### config.mk
export PLATFORM = sky130hd
export DESIGN_NAME = pipe_hazard_ctrl_flat
export DESIGN_NICKNAME = d
export VERILOG_FILES = /design/src/rtl/pipe_hazard_ctrl_if.sv /design/src/rtl/pipe_hazard_ctrl.sv /design/src/flat_wrapper.sv
export SDC_FILE = /design/constraint.sdc
export NUM_CORES = 1
export LEC_CHECK = 0
export CAP_MARGIN = 40
export CELL_PAD_IN_SITES_DETAIL_PLACEMENT = 1
export CELL_PAD_IN_SITES_GLOBAL_PLACEMENT = 1
export CORE_MARGIN = 3
export CORE_UTILIZATION = 21
export DETAILED_ROUTE_END_ITERATION = 8
export MAX_ROUTING_LAYER = met4
export PLACE_DENSITY_LB_ADDON = 0.25
export SKIP_LAST_GASP = 1
export SYNTH_ARGS = -nofsm -noshare
export SYNTH_HDL_FRONTEND = slang
export SYNTH_SLANG_ARGS = --single-unit
### constraint.sdc
create_clock -name clk -period 2.4 [get_ports clk]
set_input_delay 0.6 -clock clk [delete_from_list [all_inputs] [get_ports clk]]
set_output_delay 0.6 -clock clk [all_outputs]
set_load 0.01 [all_outputs]
### src/rtl/pipe_hazard_ctrl_if.sv
// Hazard controller bundle: ID/EX hazard inputs and pipeline-register control outputs.
// The master side is the pipeline datapath and the slave side is pipe_hazard_ctrl.
// Optional macro HAZ_PERF_CNT_EN adds the performance counter outputs.
interface pipe_hazard_ctrl_if
`ifdef HAZ_PERF_CNT_EN
    #(parameter int CNT_W = 16)
`endif
    ;
    // hazard sources from the ID and EX stages and the data memory
    logic [4:0] id_rs1;
    logic [4:0] id_rs2;
    logic       id_rs1_used;
    logic       id_rs2_used;
    logic [4:0] ex_rd;
    logic       ex_mem_read;
    logic       ex_mispredict;
    logic       mem_busy;

    // enables and flushes for PC and pipeline registers
    logic       pc_en;
    logic       if_id_en;
    logic       if_id_flush;
    logic       id_ex_en;
    logic       id_ex_flush;
    logic       ex_mem_en;
    logic       redirect;
    logic [1:0] ctrl_state;

`ifdef HAZ_PERF_CNT_EN
    logic [CNT_W-1:0] stall_cycles;
    logic [CNT_W-1:0] freeze_cycles;
    logic [CNT_W-1:0] redirect_count;
`endif

    modport master (
        output id_rs1, id_rs2, id_rs1_used, id_rs2_used,
        output ex_rd, ex_mem_read, ex_mispredict, mem_busy,
        input  pc_en, if_id_en, if_id_flush, id_ex_en, id_ex_flush,
        input  ex_mem_en, redirect, ctrl_state
`ifdef HAZ_PERF_CNT_EN
        , input stall_cycles, freeze_cycles, redirect_count
`endif
    );

    modport slave (
        input  id_rs1, id_rs2, id_rs1_used, id_rs2_used,
        input  ex_rd, ex_mem_read, ex_mispredict, mem_busy,
        output pc_en, if_id_en, if_id_flush, id_ex_en, id_ex_flush,
        output ex_mem_en, redirect, ctrl_state
`ifdef HAZ_PERF_CNT_EN
        , output stall_cycles, freeze_cycles, redirect_count
`endif
    );
endinterface

### src/rtl/pipe_hazard_ctrl.sv
// Stall/flush sequencer for the 5-stage RV32 pipeline.
// Priority: memory freeze, then mispredict redirect, then the INIT/FLUSH window,
// then load-use stall, then normal run. Control outputs are combinational from
// the registered state/counter and the inputs, so they act on the same clock edge.
// The INIT/FLUSH window keeps IF/ID flushed while synchronous instruction memory
// catches up after reset release or a redirect.
// Optional macro HAZ_PERF_CNT_EN adds saturating stall/freeze/redirect counters.
module pipe_hazard_ctrl #(
    parameter int FLUSH_CYCLES = 1
`ifdef HAZ_PERF_CNT_EN
    , parameter int CNT_W = 16
`endif
) (
    input logic              clk,
    input logic              rst,
    pipe_hazard_ctrl_if.slave bus
);

    typedef enum logic [1:0] {
        ST_INIT  = 2'd0,
        ST_RUN   = 2'd1,
        ST_FLUSH = 2'd2
    } state_t;

    localparam logic [2:0] CNT_INIT   = 3'(FLUSH_CYCLES);
    localparam logic [2:0] CNT_RELOAD = 3'(FLUSH_CYCLES - 1);

    state_t     r_state;
    logic [2:0] r_cnt;

    state_t     w_nextState;
    logic [2:0] w_nextCnt;
    logic       w_loadUse;
    logic       w_stall;
    logic       w_pcEn;
    logic       w_ifIdEn;
    logic       w_ifIdFlush;
    logic       w_idExEn;
    logic       w_idExFlush;
    logic       w_exMemEn;
    logic       w_redirect;

    // x0 never creates a hazard; register compares are exact 5-bit matches
    assign w_loadUse = bus.ex_mem_read && (bus.ex_rd != 5'd0) &&
                       ((bus.id_rs1_used && (bus.id_rs1 == bus.ex_rd)) ||
                        (bus.id_rs2_used && (bus.id_rs2 == bus.ex_rd)));

    // prioritised control decode and next-state/next-count selection
    always_comb begin
        w_nextState = r_state;
        w_nextCnt   = r_cnt;
        w_pcEn      = 1'b0;
        w_ifIdEn    = 1'b0;
        w_ifIdFlush = 1'b0;
        w_idExEn    = 1'b0;
        w_idExFlush = 1'b0;
        w_exMemEn   = 1'b0;
        w_redirect  = 1'b0;
        w_stall     = 1'b0;
        if (!rst) begin
            w_ifIdFlush = 1'b1;
            w_idExFlush = 1'b1;
        end else if (bus.mem_busy) begin
            w_nextState = r_state;
            w_nextCnt   = r_cnt;
        end else if (bus.ex_mispredict) begin
            w_redirect  = 1'b1;
            w_pcEn      = 1'b1;
            w_ifIdEn    = 1'b1;
            w_idExEn    = 1'b1;
            w_exMemEn   = 1'b1;
            w_ifIdFlush = 1'b1;
            w_idExFlush = 1'b1;
            if (FLUSH_CYCLES > 1) begin
                w_nextState = ST_FLUSH;
                w_nextCnt   = CNT_RELOAD;
            end else begin
                w_nextState = ST_RUN;
            end
        end else begin
            case (r_state)
                ST_INIT, ST_FLUSH: begin
                    w_pcEn      = 1'b1;
                    w_ifIdEn    = 1'b1;
                    w_idExEn    = 1'b1;
                    w_exMemEn   = 1'b1;
                    w_ifIdFlush = 1'b1;
                    w_idExFlush = (r_state == ST_INIT);
                    w_nextCnt   = r_cnt - 3'd1;
                    if (r_cnt <= 3'd1) begin
                        w_nextState = ST_RUN;
                        w_nextCnt   = 3'd0;
                    end
                end
                ST_RUN: begin
                    w_idExEn  = 1'b1;
                    w_exMemEn = 1'b1;
                    if (w_loadUse) begin
                        w_stall     = 1'b1;
                        w_idExFlush = 1'b1;
                    end else begin
                        w_pcEn   = 1'b1;
                        w_ifIdEn = 1'b1;
                    end
                end
                default: begin
                    w_ifIdFlush = 1'b1;
                    w_idExFlush = 1'b1;
                    w_nextState = ST_INIT;
                    w_nextCnt   = CNT_INIT;
                end
            endcase
        end
    end

    // state and flush-window counter registers
    always_ff @(posedge clk or negedge rst) begin
        if (!rst) begin
            r_state <= ST_INIT;
            r_cnt   <= CNT_INIT;
        end else begin
            r_state <= w_nextState;
            r_cnt   <= w_nextCnt;
        end
    end

    assign bus.pc_en       = w_pcEn;
    assign bus.if_id_en    = w_ifIdEn;
    assign bus.if_id_flush = w_ifIdFlush;
    assign bus.id_ex_en    = w_idExEn;
    assign bus.id_ex_flush = w_idExFlush;
    assign bus.ex_mem_en   = w_exMemEn;
    assign bus.redirect    = w_redirect;
    assign bus.ctrl_state  = r_state;

`ifdef HAZ_PERF_CNT_EN
    logic [CNT_W-1:0] r_stallCycles;
    logic [CNT_W-1:0] r_freezeCycles;
    logic [CNT_W-1:0] r_redirectCount;

    // saturating event counters for stalls, freezes and redirects
    always_ff @(posedge clk or negedge rst) begin
        if (!rst) begin
            r_stallCycles   <= '0;
            r_freezeCycles  <= '0;
            r_redirectCount <= '0;
        end else begin
            if (w_stall && (r_stallCycles != '1)) begin
                r_stallCycles <= r_stallCycles + 1'b1;
            end
            if (bus.mem_busy && (r_freezeCycles != '1)) begin
                r_freezeCycles <= r_freezeCycles + 1'b1;
            end
            if (w_redirect && (r_redirectCount != '1)) begin
                r_redirectCount <= r_redirectCount + 1'b1;
            end
        end
    end

    assign bus.stall_cycles   = r_stallCycles;
    assign bus.freeze_cycles  = r_freezeCycles;
    assign bus.redirect_count = r_redirectCount;
`endif

endmodule

### src/flat_wrapper.sv
// flat-port wrapper written by rule: the top's interface ports become plain ports
module pipe_hazard_ctrl_flat 
#(
    parameter int FLUSH_CYCLES = 1

)
  (clk, rst, bus_id_rs1, bus_id_rs2, bus_id_rs1_used, bus_id_rs2_used, bus_ex_rd, bus_ex_mem_read, bus_ex_mispredict, bus_mem_busy, bus_pc_en, bus_if_id_en, bus_if_id_flush, bus_id_ex_en, bus_id_ex_flush, bus_ex_mem_en, bus_redirect, bus_ctrl_state);
  pipe_hazard_ctrl_if bus_i ();
  input logic clk;
  input logic rst;
  input wire logic [$bits(bus_i.id_rs1)-1:0] bus_id_rs1;
  input wire logic [$bits(bus_i.id_rs2)-1:0] bus_id_rs2;
  input wire logic [$bits(bus_i.id_rs1_used)-1:0] bus_id_rs1_used;
  input wire logic [$bits(bus_i.id_rs2_used)-1:0] bus_id_rs2_used;
  input wire logic [$bits(bus_i.ex_rd)-1:0] bus_ex_rd;
  input wire logic [$bits(bus_i.ex_mem_read)-1:0] bus_ex_mem_read;
  input wire logic [$bits(bus_i.ex_mispredict)-1:0] bus_ex_mispredict;
  input wire logic [$bits(bus_i.mem_busy)-1:0] bus_mem_busy;
  output wire logic [$bits(bus_i.pc_en)-1:0] bus_pc_en;
  output wire logic [$bits(bus_i.if_id_en)-1:0] bus_if_id_en;
  output wire logic [$bits(bus_i.if_id_flush)-1:0] bus_if_id_flush;
  output wire logic [$bits(bus_i.id_ex_en)-1:0] bus_id_ex_en;
  output wire logic [$bits(bus_i.id_ex_flush)-1:0] bus_id_ex_flush;
  output wire logic [$bits(bus_i.ex_mem_en)-1:0] bus_ex_mem_en;
  output wire logic [$bits(bus_i.redirect)-1:0] bus_redirect;
  output wire logic [$bits(bus_i.ctrl_state)-1:0] bus_ctrl_state;
  assign bus_i.id_rs1 = bus_id_rs1;
  assign bus_i.id_rs2 = bus_id_rs2;
  assign bus_i.id_rs1_used = bus_id_rs1_used;
  assign bus_i.id_rs2_used = bus_id_rs2_used;
  assign bus_i.ex_rd = bus_ex_rd;
  assign bus_i.ex_mem_read = bus_ex_mem_read;
  assign bus_i.ex_mispredict = bus_ex_mispredict;
  assign bus_i.mem_busy = bus_mem_busy;
  assign bus_pc_en = bus_i.pc_en;
  assign bus_if_id_en = bus_i.if_id_en;
  assign bus_if_id_flush = bus_i.if_id_flush;
  assign bus_id_ex_en = bus_i.id_ex_en;
  assign bus_id_ex_flush = bus_i.id_ex_flush;
  assign bus_ex_mem_en = bus_i.ex_mem_en;
  assign bus_redirect = bus_i.redirect;
  assign bus_ctrl_state = bus_i.ctrl_state;
  pipe_hazard_ctrl #(.FLUSH_CYCLES(FLUSH_CYCLES)) u_core (.clk(clk), .rst(rst), .bus(bus_i));
endmodule
==> impl_metrics.toml <==
[layout]
antenna-diode-count = 0
mostFrequentLayoutCell = "buf_2"
design_area_sq_um = 785
area_delta_synth_final_pct = 87.7
layout_common_cells = "buf_2 (9), dlygate4sd2_1 (8), xor2_1 (7), clkdlybuf4s50_1 (7), buf_4 (7)"
final_nets = 112
drive_gt1_share_pct = 35.6
fin_util_pct = 43.5
n_fill_cell = 240
final_cells = 112

[detailed_routing]
postRouteAntennaNets = 0
drt_iter0_drc = 1
viasPerCell = 4.14
drt_wl_total_um = 1330
firstDrtPassIters = 2
vias = 464
wl_per_cell_um = 11.9
drc = 0

[floorplan]
start_util_pct = 23.2
num_io_pins = 31
die-area_sq_um = 2560
num_rows = 15
die_h_um = 50.6
die_width_um = 50.6
coreArea_sq_um = 1800

[logic_synthesis]
synthesis.area_sq_um = 418
ys.flop_type = "dfrtp_1"
ys_seq_area_share_pct = 24.3
yosys_warnings = 0
yosys_register_bits = 4
synthCells = 51
synth_area_per_cell_sq_um = 8.19
async_flop_share_pct = 100
synth_nets = 75
synth_edf_count = 0
yosysUniqueCellTypes = 27

[sta]
worst_slack_ns = -0.00994
finalMaxSlewViolations = 0
fmax_mhz = 415
hold_viol_final = 0
period_minus_slack_ns = 2.41
rsz0062_at_grt = "yes"
setup_viol = 2
skew_ns = 0.00594
period_share_pct = 100

[grt]
grt_pass1_vias = 473
grt.overflow.total = 0
antenna_found_initial = 0
track_usage_pct = 11.5
grt_pass1_wl_um = 2190
grt_max_degree = 7

[critical_path]
reg2reg_to = "u_core.r_cnt[0]$_DFFE_PN1P_"
worstSetupEndpoint = "bus_if_id_en"
startpoint = "bus_ex_mem_read"
critPathBufInv = 3
path_class = "input pin to primary output"
timing.rr.start = "u_core.r_cnt[0]$_DFFE_PN1P_"
critPathMaxFanout = 2
crit_family = "buffers and inverters"
crit_arrival_ns = 1.81
crit_chain = "clkdlybuf4s50_1 -> o21ai_4 -> buf_4 -> o41a_1 -> buf_2"
critPathLaunchType = "input pin"
cp.required_ns = 1.80
slowest_delay_ns = 0.50
cp-end-kind = "primary output"
r2r_slack_ns = 1.21
reg2regPathDepth = 4
slowest_stage = "clkdlybuf4s50_1"
path_depth = 5

[pwr]
p_leak_uw = 0.000350
powerDensity_nw_per_um2 = 322
max-vdd-ir-drop_mv = 0.190

[clock_tree]
path_clk_slew_ns = 0.04
cts.sinks = 4
cts_hold_buffers = 0
cts_tree = "yes"
clk_latency_ns = 0.25
cts_buffer_depth = 2
clock-root-buffer = "clkbuf_4"
h-tree-depth = 1
numCtsBuffers = 3

[place]
place_area_sq_um = 758
gp_congestion = 0.712
dp_hpwl_um = 1110
io_buffers = 29
placedCellCount = 107

[run_status]
status = "finished, violations left"
violations = "negative setup slack"

[flow_run]
cap_viol_max_count = 0

[worst_hold_path]
hp-class = "flip-flop to flip-flop"
hp-start = "u_core.r_cnt[1]$_DFFE_PN0P_"
-- worst min path at each step --
| stage | to | slack, ns | cells after the start |
|---|---|---|---|
| after CTS | u_core.r_cnt[1]$_DFFE_PN0P_ | 0.49 | 2 |
| after global routing | u_core.r_cnt[0]$_DFFE_PN1P_ | 0.51 | 2 |
| after floorplan | u_core.bus.ctrl_state[0]$_DFFE_PN0P_ | 0.30 | 0 |
| after global placement | u_core.r_cnt[1]$_DFFE_PN0P_ | 0.47 | 2 |
| final | u_core.r_cnt[1]$_DFFE_PN0P_ | 0.49 | 2 |
| after detailed placement | u_core.r_cnt[1]$_DFFE_PN0P_ | 0.48 | 2 |
-- registers in the layout (all words and copies together) (netlist names) --
signal and cells:
u_core.bus.ctrl_state 1, u_core.r_cnt 3
-- Yosys cell counts, types with 2 or more instances --
library cell,count,area [sq um]
xor2_1,8,70.1
o21ai_0,6,30.0
nand2_1,4,15.0
buf_4,3,22.5
dfrtp_1,3,75.1
inv_1,3,11.3
ha_1,2,25.0
nor2_1,2,7.51
xnor2_1,2,17.5
-- stage by stage --
step	power, uW	setup TNS (ns)	setup WS, ns	hold slack [ns]
6_report	253	-0.0197	-0.00994	0.486
5_1_grt	270	-0.190	-0.0925	0.511
4_1_cts	257	-0.0311	-0.0157	0.495
3_5_place_dp	161	-3.13	-0.802	0.484
3_3_place_gp	159	-3.04	-0.800	0.471
2_1_floorplan	98.9	0	0.0733	0.304
-- cell families after synthesis --
logic type	count (synthesis)	share of synthesized area, %
xor+xnor	10	21.0
fa+ha+maj	2	5.99
buf+inv	7	8.98
other cells	1	0.897
compound gates	12	18.6
simple gates	15	20.4
flops	4	24.3
-- worst reg2reg max path: cells and delay by family (launching register included) --
kind / cells / cell delay [ns]
buffers and inverters: 1 / 0.06
DFF: 1 / 0.54
AOI/OAI and AO/OA: 3 / 0.52
-- what timing repair did --
| item | 4_1_cts | 5_1_grt |
|---|---|---|
| pin swaps | 14 | 1 |
| gates resized for setup | 70 | 2 |
| setup buffers | 1 | 0 |
| setup endpoints to repair | 7 | 3 |
-- power breakdown --
group	switching (uW)	internal (uW)	leakage (uW)	total, uW
registers	0.0000301	67.8	0.0000470	67.8
logic	36.8	51.3	0.000288	88.1
clock network	33.9	62.8	0.0000150	96.7
total	70.6	182	0.000350	253
-- layout make-up --
| class | count | area (sq um) | share of cell area (%) |
|---|---|---|---|
| inverter | 3 | 11.3 | 1.44 |
| clock buffer | 4 | 26.3 | 3.35 |
| multi-input combinational | 40 | 323 | 41.1 |
| sequential | 4 | 101 | 12.9 |
| tap | 25 | 31.3 | 3.99 |
| timing repair buffer | 36 | 292 | 37.2 |
-- routing by layer --
layer / global-route usage (%) / wire, um / up-vias
met3: 1.78 / 48 / 2
met1: 13.6 / 584 / 212
met4: 5.38 / 25 / 0
met2: 19.1 / 673 / 9
li1: - / - / 241
met5: - / 0 / -
Power figures use the tool's default switching activity.
